$ cat src/rtl/foc_loop_sequencer.sv
// Per-PWM-period scheduler for the FOC loops: ADC trigger, then speed/d/q PI enable
// pulses in cascade order with settle gaps, plus overrun and ADC-timeout flags.
module foc_loop_sequencer #(
   parameter int SPEED_DIV_WIDTH = 8,
   parameter int SETTLE_CYCLES   = 2,
   parameter int ADC_TIMEOUT     = 255
) (
   input  logic                       i_clk,
   input  logic                       i_nrst,
   input  logic                       i_enable,
   input  logic                       i_pwm_sync,
   output logic                       o_adc_start,
   input  logic                       i_adc_valid,
   input  logic [SPEED_DIV_WIDTH-1:0] i_speed_div,
   output logic                       o_en_spd,
   output logic                       o_en_d,
   output logic                       o_en_q,
   output logic                       o_busy,
   output logic                       o_done,
   output logic                       o_overrun,
   output logic                       o_adc_timeout,
   input  logic                       i_flags_clr
);

   localparam int WAIT_W   = $clog2(ADC_TIMEOUT + 1);
   localparam int SETTLE_W = (SETTLE_CYCLES > 1) ? $clog2(SETTLE_CYCLES) : 1;

   typedef enum logic [2:0] {
      ST_IDLE,
      ST_WAIT_ADC,
      ST_RUN_SPD,
      ST_RUN_D,
      ST_RUN_Q,
      ST_SETTLE,
      ST_DONE
   } state_t;

   state_t                     r_state;
   state_t                     r_after;
   logic [WAIT_W-1:0]          r_wait_cnt;
   logic [SETTLE_W-1:0]        r_settle_cnt;
   logic [SPEED_DIV_WIDTH-1:0] r_div_cnt;
   logic                       r_adc_start;
   logic                       r_en_spd;
   logic                       r_en_d;
   logic                       r_en_q;
   logic                       r_done;
   logic                       r_overrun;
   logic                       r_adc_timeout;

   logic w_overrun_set;
   logic w_wait_expired;
   logic w_timeout_set;
   logic w_settle_last;

   assign w_overrun_set  = i_pwm_sync && (r_state != ST_IDLE);
   assign w_wait_expired = (r_wait_cnt == WAIT_W'(ADC_TIMEOUT - 1));
   assign w_timeout_set  = (r_state == ST_WAIT_ADC) && !i_adc_valid && w_wait_expired;
   assign w_settle_last  = (r_settle_cnt == SETTLE_W'(SETTLE_CYCLES - 1));

   // Pulse outputs are registered alongside the state so each one lines up with its state.
   always_ff @(posedge i_clk or negedge i_nrst) begin
      if (!i_nrst) begin
         r_state       <= ST_IDLE;
         r_after       <= ST_IDLE;
         r_wait_cnt    <= '0;
         r_settle_cnt  <= '0;
         r_div_cnt     <= '0;
         r_adc_start   <= 1'b0;
         r_en_spd      <= 1'b0;
         r_en_d        <= 1'b0;
         r_en_q        <= 1'b0;
         r_done        <= 1'b0;
         r_overrun     <= 1'b0;
         r_adc_timeout <= 1'b0;
      end else begin
         r_adc_start <= 1'b0;
         r_en_spd    <= 1'b0;
         r_en_d      <= 1'b0;
         r_en_q      <= 1'b0;
         r_done      <= 1'b0;

         if (w_overrun_set)
            r_overrun <= 1'b1;
         else if (i_flags_clr)
            r_overrun <= 1'b0;

         if (w_timeout_set)
            r_adc_timeout <= 1'b1;
         else if (i_flags_clr)
            r_adc_timeout <= 1'b0;

         case (r_state)
            ST_IDLE: begin
               if (i_pwm_sync && i_enable) begin
                  r_state     <= ST_WAIT_ADC;
                  r_wait_cnt  <= '0;
                  r_adc_start <= 1'b1;
               end
            end
            ST_WAIT_ADC: begin
               if (i_adc_valid) begin
                  if (r_div_cnt == '0) begin
                     r_state  <= ST_RUN_SPD;
                     r_en_spd <= 1'b1;
                  end else begin
                     r_state <= ST_RUN_D;
                     r_en_d  <= 1'b1;
                  end
               end else if (w_wait_expired) begin
                  r_state <= ST_IDLE;
               end else begin
                  r_wait_cnt <= r_wait_cnt + 1'b1;
               end
            end
            ST_RUN_SPD: begin
               r_state      <= ST_SETTLE;
               r_after      <= ST_RUN_D;
               r_settle_cnt <= '0;
            end
            ST_RUN_D: begin
               r_state      <= ST_SETTLE;
               r_after      <= ST_RUN_Q;
               r_settle_cnt <= '0;
            end
            ST_RUN_Q: begin
               r_state      <= ST_SETTLE;
               r_after      <= ST_DONE;
               r_settle_cnt <= '0;
            end
            ST_SETTLE: begin
               if (w_settle_last) begin
                  r_state <= r_after;
                  case (r_after)
                     ST_RUN_D: r_en_d  <= 1'b1;
                     ST_RUN_Q: r_en_q  <= 1'b1;
                     ST_DONE:  r_done  <= 1'b1;
                     default:  r_state <= ST_IDLE;
                  endcase
               end else begin
                  r_settle_cnt <= r_settle_cnt + 1'b1;
               end
            end
            ST_DONE: begin
               r_state <= ST_IDLE;
               // >= rather than == so a shrinking divider cannot strand the count above it
               if (r_div_cnt >= i_speed_div)
                  r_div_cnt <= '0;
               else
                  r_div_cnt <= r_div_cnt + 1'b1;
            end
            default: r_state <= ST_IDLE;
         endcase
      end
   end

   assign o_adc_start   = r_adc_start;
   assign o_en_spd      = r_en_spd;
   assign o_en_d        = r_en_d;
   assign o_en_q        = r_en_q;
   assign o_done        = r_done;
   assign o_busy        = (r_state != ST_IDLE);
   assign o_overrun     = r_overrun;
   assign o_adc_timeout = r_adc_timeout;

endmodule

$ cat config.mk
export PLATFORM = sky130hd
export DESIGN_NAME = foc_loop_sequencer
export DESIGN_NICKNAME = d
export VERILOG_FILES = /design/src/rtl/foc_loop_sequencer.sv
export SDC_FILE = /design/constraint.sdc
export NUM_CORES = 1
export LEC_CHECK = 0
export CAP_MARGIN = 30
export CORE_MARGIN = 2
export CORE_UTILIZATION = 61
export CTS_BUF_LIST = sky130_fd_sc_hd__clkbuf_8
export DETAILED_ROUTE_END_ITERATION = 6
export PLACE_DENSITY = 0.87
export SLEW_MARGIN = 20
export SYNTH_ARGS = -nofsm -noshare
export SYNTH_HDL_FRONTEND = slang
export SYNTH_SLANG_ARGS = --single-unit
$ cat constraint.sdc
create_clock -name i_clk -period 3.46 [get_ports i_clk]
set_clock_uncertainty 0.1 [all_clocks]
set_input_delay 0.692 -clock i_clk [delete_from_list [all_inputs] [get_ports i_clk]]
set_output_delay 0.692 -clock i_clk [all_outputs]
set_load 0.01 [all_outputs]
After elaboration in Yosys (flattened, before gate mapping)
Index checks and enable logic that the tools add are counted.

$add $sub $neg: 3. $lt $le $gt $ge: 1. Equality and inequality tests: 15. Mux-type cells: 34. Reductions and logical operators: 17.

Operator list (number): two-way mux 8 bit (4); two-way mux 1 bit (20); adder 8 x 1 -> 8 bit (second input constant) (2); one-hot mux 8 bit (2 select lines) (1); equality test 3 bit (second input constant) (5); two-way mux 3 bit (5); one-hot mux 3 bit (4 select lines) (1); equality test 3 x 2 -> 1 bit (second input constant) (3); one-hot mux 3 bit (3 select lines) (1); equality test 8 bit (second input constant) (1); >= comparator 8 bit (1); logical NOT 8 bit (1); != test 2 bit (second input constant) (4); nonzero test 2 bit (4); nonzero test 3 bit (2); OR reduction 3 bit (2); logical AND 1 bit (4); one-hot mux 1 bit (2 select lines) (2); AND reduction 4 bit (1); equality test 3 x 1 -> 1 bit (second input constant) (1); logical NOT 3 bit (1); != test 3 bit (second input constant) (1); AND reduction 3 bit (1); adder 1 bit (second input constant) (1); logical NOT 1 bit (1).

Register bits: 30. Output and inout port bits: 8.

Depth between registers and ports, before layout
Gate-level depths: netlist of the first run.

Depth after elaboration: 5. Mapped depth: 7.

Worst setup path before layout of the first run
Ideal clock, no wire load.

Path kind: input-to-reg. Start: in i_speed_div[2]. End: reg r_div_cnt[3]. Setup time: 0.072 ns. Arrival: 1.932 ns. Path slack: 1.356 ns. Stages: 7. Cell sequence: inv_1 ha_1 a211oi_1 o21ai_0 a211oi_1 nor2_1 nor2_1.

Word-level cells in the longest chain between the ends: 2.

Ends and longest elaborated chain: start: declaration (line 14) `input logic [SPEED_DIV_WIDTH-1:0] i_speed_div,`; >= comparator 8 bit (line 147) `if (r_div_cnt >= i_speed_div)`; two-way mux 8 bit (line 147); end signal: assignment (line 150) `r_div_cnt <= r_div_cnt + 1'b1;`; end: declaration (line 42) `logic [SPEED_DIV_WIDTH-1:0] r_div_cnt;`.

Every way passes these cells. A chain may end at the register's enable or synchronous reset.

Worst setup path in the final report of the first run
Start: reg r_state[2]. End: out o_busy.

Word-level cells in the longest chain between the ends: 1.

Ends and longest elaborated chain: start: declaration (line 38) `state_t r_state;`; start signal: assignment (line 133) `r_state <= r_after;`; nonzero test 3 bit (line 162) `assign o_busy = (r_state != ST_IDLE);`; end: declaration (line 18) `output logic o_busy,`.

Every way passes these cells.

==> results of run 1 <==
synth_stat cells:
cell type,number
nor3b_1,1
o21ai_0,11
ha_1,12
or3_1,3
nor2b_1,4
and4_1,1
nand3b_1,1
clkbuf_1,4
nor2_1,25
mux2i_1,2
nand2_1,17
a221o_1,1
buf_1,1
o32ai_1,1
nor3_1,6
inv_1,15
or2_2,1
xor2_1,2
buf_6,1
and3b_1,1
a22o_1,1
nand4_1,6
o31ai_1,1
and3_1,1
dfrtp_1,30
a2bb2oi_1,1
nor4_1,4
a21oi_1,9
xnor2_1,9
o41ai_1,1
nand3_1,9
a41oi_1,1
a211oi_1,4
and2_1,1
a211o_1,1
nand2b_1,4
state kept, by name, indices dropped and copies added (netlist names):
signal / count
o_adc_start: 1
o_adc_timeout: 1
o_done: 1
o_en_d: 1
o_en_q: 1
o_en_spd: 1
o_overrun: 1
r_after: 3
r_div_cnt: 8
r_settle_cnt: 1
r_state: 3
r_wait_cnt: 8
layout by cell type (no fill, tap or decap), types with 2 or more instances in the layout:
| cell | instances |
|---|---|
| a211oi_1 | 4 |
| a21oi_1 | 9 |
| clkbuf_8 | 8 |
| clkdlybuf4s50_1 | 21 |
| dfrtp_1 | 30 |
| ha_1 | 12 |
| inv_1 | 15 |
| mux2i_1 | 2 |
| nand2_1 | 17 |
| nand2b_1 | 4 |
| nand3_1 | 9 |
| nand4_1 | 6 |
| nor2_1 | 25 |
| nor2b_1 | 4 |
| nor3_1 | 6 |
| nor4_1 | 4 |
| o21ai_0 | 11 |
| or3_1 | 3 |
| xnor2_1 | 9 |
| xor2_1 | 2 |
power by group:
group          internal (mW)  switching, mW  total [mW]
Sequential             0.478          0.215       0.693
Clock                  0.201          0.133       0.333
Combinational          0.282          0.299       0.581
cells by family (layout without fill, tap and decap cells):
logic type	count (synthesis)	count (layout)
fa+ha+maj	12	12
compound gates	32	32
flops	30	30
mux	2	2
simple gates	85	85
xor+xnor	11	11
buf+inv	21	45
metrics by stage:
stage          area, µm²  setup WS (ns)   util  power (mW)
3_5_place_dp        1950          0.710  0.718        1.27
3_3_place_gp        1950          0.767  0.718        1.23
6_report            2060          0.804  0.759        1.61
5_1_grt             2060          0.727  0.759        1.74
2_1_floorplan       1720           1.36      -        1.08
4_1_cts             2060          0.806  0.759        1.61
per-layer routing:
layer	wire length, µm	share of wire
met1	1560	0.41
met3	178	0.047
met5	0	0
met2	1950	0.52
met4	86	0.023
critical path, delay by kind of cell (launching register included):
kind,cells,cell delay [ns]
buf+inv,1,0.51
flops,1,0.61
simple gates,1,0.47
worst paths after layout:
| path | endpoint | from | depth (start not counted) | slack, ns |
|---|---|---|---|---|
| min in group asynchronous | r_wait_cnt[1] | i_nrst | 2 | 0.69 |
| max in group asynchronous | r_div_cnt[4] | i_nrst | 2 | 2.29 |
| worst min register to register | o_en_q | r_after[1] | 1 | 0.43 |
| worst min-delay path | o_en_q | r_after[1] | 1 | 0.43 |
| worst max-delay path | o_busy | r_state[2] | 2 | 0.80 |
| worst max register to register | r_wait_cnt[6] | r_state[0] | 5 | 1.27 |
cell type report:
class	instances	area [µm²]
clock buffer	8	110
fill	210	654
inverter	15	56.3
multi-input combinational	142	882
sequential	30	751
tap	31	38.8
timing repair buffer	22	218
==> results.yml, run 1 <==
yosys:
  yosys_register_bits: 30
  synthTopCellsByArea: "dfrtp_1 (44%), ha_1 (8.7%), nor2_1 (5.5%), xnor2_1 (4.6%), nand2_1 (3.7%)"
  synth_top_cell_area_share: 0.437
  yosys.area_share.simple: 0.242
  synthMuxAreaShare: 0.0116
  synthCells: 193
  synth_xor_area_frac: 0.0560
  yosysTopAreaCell: "dfrtp_1"
  yosysWarnings: 0
  synth_compound_area_frac: 0.116
  syn_nets: 219
  synthAdderAreaFrac: 0.0873
  synth_area_per_cell_um2: 8.91
  netlist_area_um2: 1720
  yosysUniqueCellTypes: 36
  yosysSeqAreaShare: 0.437
  synth_top_family_by_area: "simple AND/OR/NAND/NOR gates"
layout:
  fin_nets: 242
  antenna_cells: 0
  fin_cells: 248
  area_growth_pct: 19.6
  drive_above_1_share: 0.0461
cts:
  clock-sinks: 30
  cts_resized: 0
  postCtsSetupBuffers: 0
  cts_tree: "yes"
  root_buffer: "clkbuf_8"
  cts_buffer_depth: 2
  cts_hold_buffers: 0
  cts_buffers: 5
  clk_pin_slew_ns: 0.06
  clk_latency_ns: 0.29
  cts-htree-levels: 2
sta:
  maxSlewHeadroom: 0.585
  setup_tns_ns: 0
  rsz0062_at_grt: "no"
  hold_ws_ns: 0.429
  setup_viol: 0
  fmax_ghz: 0.377
  worst_pin_slew_ns: 0.622
  slew_violations: 0
  final-hold-violation-count: 0
  min_period_over_period: 0.767
  post-route-min-period_ns: 2.66
critical_path:
  cp_slowest_cell: "dfrtp_1"
  required_ns: 2.67
  crit_type: "reg -> out"
  critPathLaunchType: "register"
  crit_path_cell_trace: "or3_1, clkdlybuf4s50_1"
  end_kind: "output port"
  cp_data_arrival_time_ns: 1.86
  cp_max_fo: 23
  max_stage_delay_ns: 0.61
drt:
  routed_via_density: 5.92
  dr.pass1.iters: 4
  drtAntennaViolNets: 0
  vias: 1468
  wl_per_cell_um: 15.2
  drc_errors: 0
  drt-initial-drc-count: 49
  wl_um: 3770
global_routing:
  grt_max_degree: 31
  grt_use_met1: 0.299
  grt_pass1_vias: 1488
  grt.total_usage: 0.261
  gr-usage-met3: 0.0726
  overflow: 0
  busiest_layer: "met2"
  antenna_found_initial: 0
  use_met2: 0.456
  grt_first_pass_wirelength_um: 6440
power:
  ir_drop_v: 0.000635
  p_leak_nw: 0.907
  powerDensity_nw_per_um2: 782
floorplanning:
  row_count: 19
  core-area_um2: 2710
  dieHeight_um: 57.1
  ios: 22
  start_util: 0.634
  dieArea_um2: 3260
  dieWidth_um: 57.1
placed_design:
  post-place-cells: 240
  place.gp.congestion: 0.821
  portBuffers: 21
  dp_hpwl_um: 2590
status:
  status: "finished clean"
flow_run:
  maxCapViolCount: 0
min_path:
  hold_path_class: "reg -> reg"
(Power assumes the default switching activity.)
==> inputs of run 2 (changes only) <==
--- a/config.mk
+++ b/config.mk
@@ -7,10 +7,10 @@
 export LEC_CHECK = 0
 export CAP_MARGIN = 30
 export CORE_MARGIN = 2
-export CORE_UTILIZATION = 61
+export CORE_UTILIZATION = 57
 export CTS_BUF_LIST = sky130_fd_sc_hd__clkbuf_8
 export DETAILED_ROUTE_END_ITERATION = 6
-export PLACE_DENSITY = 0.87
+export PLACE_DENSITY = 0.82
 export SLEW_MARGIN = 20
 export SYNTH_ARGS = -nofsm -noshare
 export SYNTH_HDL_FRONTEND = slang
==> constraint.sdc (replaced) <==
create_clock -name i_clk -period 2.5 [get_ports i_clk]
set_clock_uncertainty 0.1 [all_clocks]
set_input_delay 0.5 -clock i_clk [delete_from_list [all_inputs] [get_ports i_clk]]
set_output_delay 0.5 -clock i_clk [all_outputs]
set_load 0.01 [all_outputs]
==> results.yml, run 2 (synthesis gave the netlist of run 1 again) <==
status:
  status: "finished with violations"
  violations: "design-rule violations"
drt:
  wl_um: 3560
  vias: 1463
  dr.pass1.iters: 6
  drtAntennaViolNets: 0
  routed_via_density: 5.81
  drc_errors: 1
  drt-initial-drc-count: 73
  wl_per_cell_um: 14.1
min_path:
  min-delay-start: "r_after[1]"
  min_to: "o_en_q"
  holdPathStages: 1
  hold_path_class: "reg -> reg"
layout:
  final_cell_mix: "dfrtp_1 (30), nor2_1 (25), clkdlybuf4s50_1 (21)"
  top_regs: "r_div_cnt: 8 flops, r_wait_cnt: 8 flops"
  fillers: 207
  area_growth_pct: 21.3
  layout_commonest_cell: "dfrtp_1"
  fin_nets: 246
  drive_above_1_share: 0.0633
  fin_cells: 252
  antenna_cells: 0
  final_util: 0.744
critical_path:
  cp_slowest_cell: "clkdlybuf4s50_1"
  crit_family: "buffers and inverters"
  timing.rr.start: "r_state[0]"
  r2r-end: "r_wait_cnt[5]"
  critPathLaunchType: "register"
  max_stage_delay_ns: 0.50
  cp_max_fo: 11
  required_ns: 1.90
  reg2reg_depth: 6
  crit_type: "reg -> out"
  rrSetupSlack_ns: 0.47
  end_kind: "output port"
  cp_data_arrival_time_ns: 1.73
  crit_path_cell_trace: "or3_1, clkdlybuf4s50_1"
  cp_num_buf_inv: 1
sta:
  slew_violations: 0
  min_period_over_period: 0.930
  setup_viol: 0
  fmax_ghz: 0.430
  rsz0062_at_grt: "no"
  maxSlewHeadroom: 0.688
  final-hold-violation-count: 0
  setup_tns_ns: 0
  worst_pin_slew_ns: 0.466
  post-route-min-period_ns: 2.33
  hold_ws_ns: 0.436
cts:
  cts_hold_buffers: 0
  root_buffer: "clkbuf_8"
  postCtsSetupBuffers: 0
  clock-sinks: 30
  cts_buffer_depth: 2
  cts-htree-levels: 2
  cts_buffers: 5
  clk_latency_ns: 0.29
  cts_resized: 0
  cts_tree: "yes"
  clk_pin_slew_ns: 0.06
floorplanning:
  start_util: 0.613
  row_count: 19
  dieWidth_um: 58.9
  dieHeight_um: 58.9
  dieArea_um2: 3470
  ios: 22
  core-area_um2: 2810
global_routing:
  grt_max_degree: 31
  grt_pass1_vias: 1464
  use_met2: 0.413
  gr-usage-met3: 0.0593
  grt.total_usage: 0.248
  busiest_layer: "met2"
  overflow: 0
  grt_use_met1: 0.305
  grt_first_pass_wirelength_um: 6330
  antenna_found_initial: 0
power:
  p_sw_uw: 903
  power_mw: 2.27
  p_leak_nw: 0.927
  netSwitchingFraction: 0.398
  p_int_mw: 1.37
  powerDensity_nw_per_um2: 1090
  seqPwrFrac: 0.393
  ir_drop_v: 0.000655
  p_comb_frac: 0.406
  power_frac_clock: 0.201
placed_design:
  portBuffers: 21
  place.gp.congestion: 0.795
  post-place-cells: 244
  dp_hpwl_um: 2640
flow_run:
  maxCapViolCount: 0
[run 2: cell count changes in the layout (fill, tap and decap cells not counted), sizes merged]
cell	change
buf	+4
[run 2: final cells by class]
cell class	instances	area (µm²)	area share
well taps	31	38.8	0.0186
repair buffers	26	248	0.119
multi-input cells	142	882	0.423
flip-flops and latches	30	751	0.360
clock buffers	8	110	0.0528
inverters	15	56.3	0.0270
[run 2: power groups by stage]
stage               combinational, mW  clock [mW]  sequential, mW
floorplan                       0.662           0           0.839
global route                     1.06       0.480           0.928
CTS                             0.922       0.460           0.890
detailed placement              0.912           0           0.897
finish                          0.922       0.457           0.892
global placement                0.868           0           0.878
[run 2: per-layer routing]
metal,up-vias,wire length (µm)
li1,721,-
met1,696,1560
met2,37,1750
met3,9,177
met4,0,74
met5,-,0
[run 2: worst max path at each step]
stage,start,endpoint,slack (ns),depth (start not counted)
global placement,i_speed_div[2],r_div_cnt[3],0.14,9
floorplan,i_speed_div[2],r_div_cnt[3],0.59,7
detailed placement,i_speed_div[2],r_div_cnt[7],0.07,9
CTS,r_state[0],o_busy,0.19,2
global route,r_state[0],o_busy,0.13,2
finish,r_state[0],o_busy,0.17,2
[run 2: stage by stage]
stage / area (µm²) / setup slack [ns]
final: 2090 / 0.174
after global routing: 2090 / 0.132
after CTS: 2090 / 0.188
after detailed placement: 1980 / 0.0651
after global placement: 1980 / 0.141
after floorplan: 1720 / 0.588
==> inputs of run 3 (changes only) <==
--- a/config.mk
+++ b/config.mk
@@ -7,10 +7,11 @@
 export LEC_CHECK = 0
 export CAP_MARGIN = 30
 export CORE_MARGIN = 2
-export CORE_UTILIZATION = 57
+export CORE_UTILIZATION = 65
 export CTS_BUF_LIST = sky130_fd_sc_hd__clkbuf_8
 export DETAILED_ROUTE_END_ITERATION = 6
-export PLACE_DENSITY = 0.82
+export DONT_BUFFER_PORTS = 1
+export PLACE_DENSITY = 0.81
 export SLEW_MARGIN = 20
 export SYNTH_ARGS = -nofsm -noshare
 export SYNTH_HDL_FRONTEND = slang
==> results.yml, run 3 (synthesis gave the netlist of run 1 again) <==
floorplanning:
  dieHeight_um: 55.4
  ios: 22
  start_util: 0.688
  row_count: 18
  dieArea_um2: 3070
  core-area_um2: 2500
  dieWidth_um: 55.4
global_routing:
  grt_first_pass_wirelength_um: 6050
  overflow: 0
  grt.total_usage: 0.255
  grt_pass1_vias: 1350
  grt_max_degree: 31
  antenna_found_initial: 0
cts:
  cts-htree-levels: 2
  cts_buffers: 5
  cts_tree: "yes"
  root_buffer: "clkbuf_8"
  cts_buffer_depth: 2
  clk_pin_slew_ns: 0.06
  cts_resized: 0
  clock-sinks: 30
  clk_latency_ns: 0.28
  postCtsSetupBuffers: 0
sta:
  hold_ws_ns: 0.216
  fmax_ghz: 0.481
  maxSlewHeadroom: 0.662
  final-hold-violation-count: 0
  slew_violations: 0
  min_period_over_period: 0.831
  post-route-min-period_ns: 2.08
  worst_pin_slew_ns: 0.506
  setup_ws_ns: 0.422
  setup_tns_ns: 0
  rsz0062_at_grt: "no"
  setup_viol: 0
layout:
  layout_commonest_cell: "dfrtp_1"
  drive_above_1_share: 0.0553
  antenna_cells: 0
  fin_cells: 229
  top_regs: "r_div_cnt: 8 flops, r_wait_cnt: 8 flops"
  final_cell_mix: "dfrtp_1 (30), nor2_1 (25), nand2_1 (17)"
  area_growth_pct: 8.37
  final_util: 0.745
  fin_area_um2: 1860
  fin_nets: 224
power:
  p_sw_uw: 873
  powerDensity_nw_per_um2: 1130
  p_comb_frac: 0.375
  netSwitchingFraction: 0.415
  power_mw: 2.11
  ir_drop_v: 0.000739
  seqPwrFrac: 0.439
  p_leak_nw: 0.841
  p_int_mw: 1.23
  power_frac_clock: 0.186
min_path:
  min-delay-start: "i_flags_clr"
  hold_path_class: "in -> reg"
placed_design:
  post-place-cells: 219
  dp_worst_setup_slack_ns: 0.381
  portBuffers: 0
  dp_hpwl_um: 2550
  place.gp.congestion: 0.858
  placed_area_um2: 1740
drt:
  vias: 1387
  routed_via_density: 6.06
  drt-initial-drc-count: 40
  dr.pass1.iters: 4
  drtAntennaViolNets: 0
  wl_per_cell_um: 14.9
  drc_errors: 0
  wl_um: 3420
status:
  status: "finished clean"
critical_path:
  timing.rr.start: "r_div_cnt[2]"
  end_kind: "register"
  crit_type: "reg -> reg"
  critical_path.startpoint: "r_div_cnt[2]"
  cp_data_arrival_time_ns: 2.19
  cp_max_fo: 8
  required_ns: 2.61
  critPathLaunchType: "register"
flow_run:
  maxCapViolCount: 0
## run 3: changes by cell type in the layout (fill, tap and decap cells not counted)
cell	before	now
clkinv_2	0	1
buf_12	0	1
buf_4	5	2
inv_1	15	16
clkdlybuf4s50_1	21	0
clkbuf_8	8	6
dlygate4sd3_1	0	1
## run 3: path summary, 6_finish.rpt
check / end / slack (ns) / cells past startpoint
setup / recovery: r_div_cnt[4] / 0.42 / 6
hold / removal: o_overrun / 0.22 / 1
setup reg to reg: r_div_cnt[4] / 0.42 / 6
hold reg to reg: o_en_q / 0.42 / 1
max in group asynchronous: r_after[0] / 1.56 / 2
min in group asynchronous: r_div_cnt[0] / 0.58 / 2
## run 3: power by group through the flow
stage               logic, mW  clock network [mW]  registers (mW)
floorplan               0.662                   0           0.839
global placement        0.733                   0           0.911
detailed placement      0.770                   0           0.929
CTS                     0.789               0.396           0.921
global route            0.909               0.419           0.958
finish                  0.789               0.392           0.924
## run 3: what timing repair did
action	4_1_cts	5_1_grt
endpoints found under the hold margin	30	0
hold buffers	2	0
setup endpoints to repair	0	0
## run 3: critical path, cell delays in order (launching register included)
cell      delay [ns]
dfrtp_1         0.46
ha_1            0.33
a211oi_1        0.24
o21ai_0         0.12
a211oi_1        0.43
nor2_1          0.19
nor2_1          0.14
## run 3: final cells by class
type | count | area (µm²)
Multi-Input combinational cell | 142 | 882
Inverter | 15 | 56.3
Clock buffer | 6 | 82.6
Tap cell | 30 | 37.5
Timing Repair Buffer | 4 | 45.0
Clock inverter | 2 | 8.76
Fill cell | 184 | 637
Sequential cell | 30 | 751
## run 3: per-layer routing
metal	up-vias	GRT usage	share of wire
met1	660	0.320	0.43
met5	-	0	0
li1	683	-	-
met4	0	0.115	0.022
met3	7	0.0656	0.045
met2	37	0.413	0.50
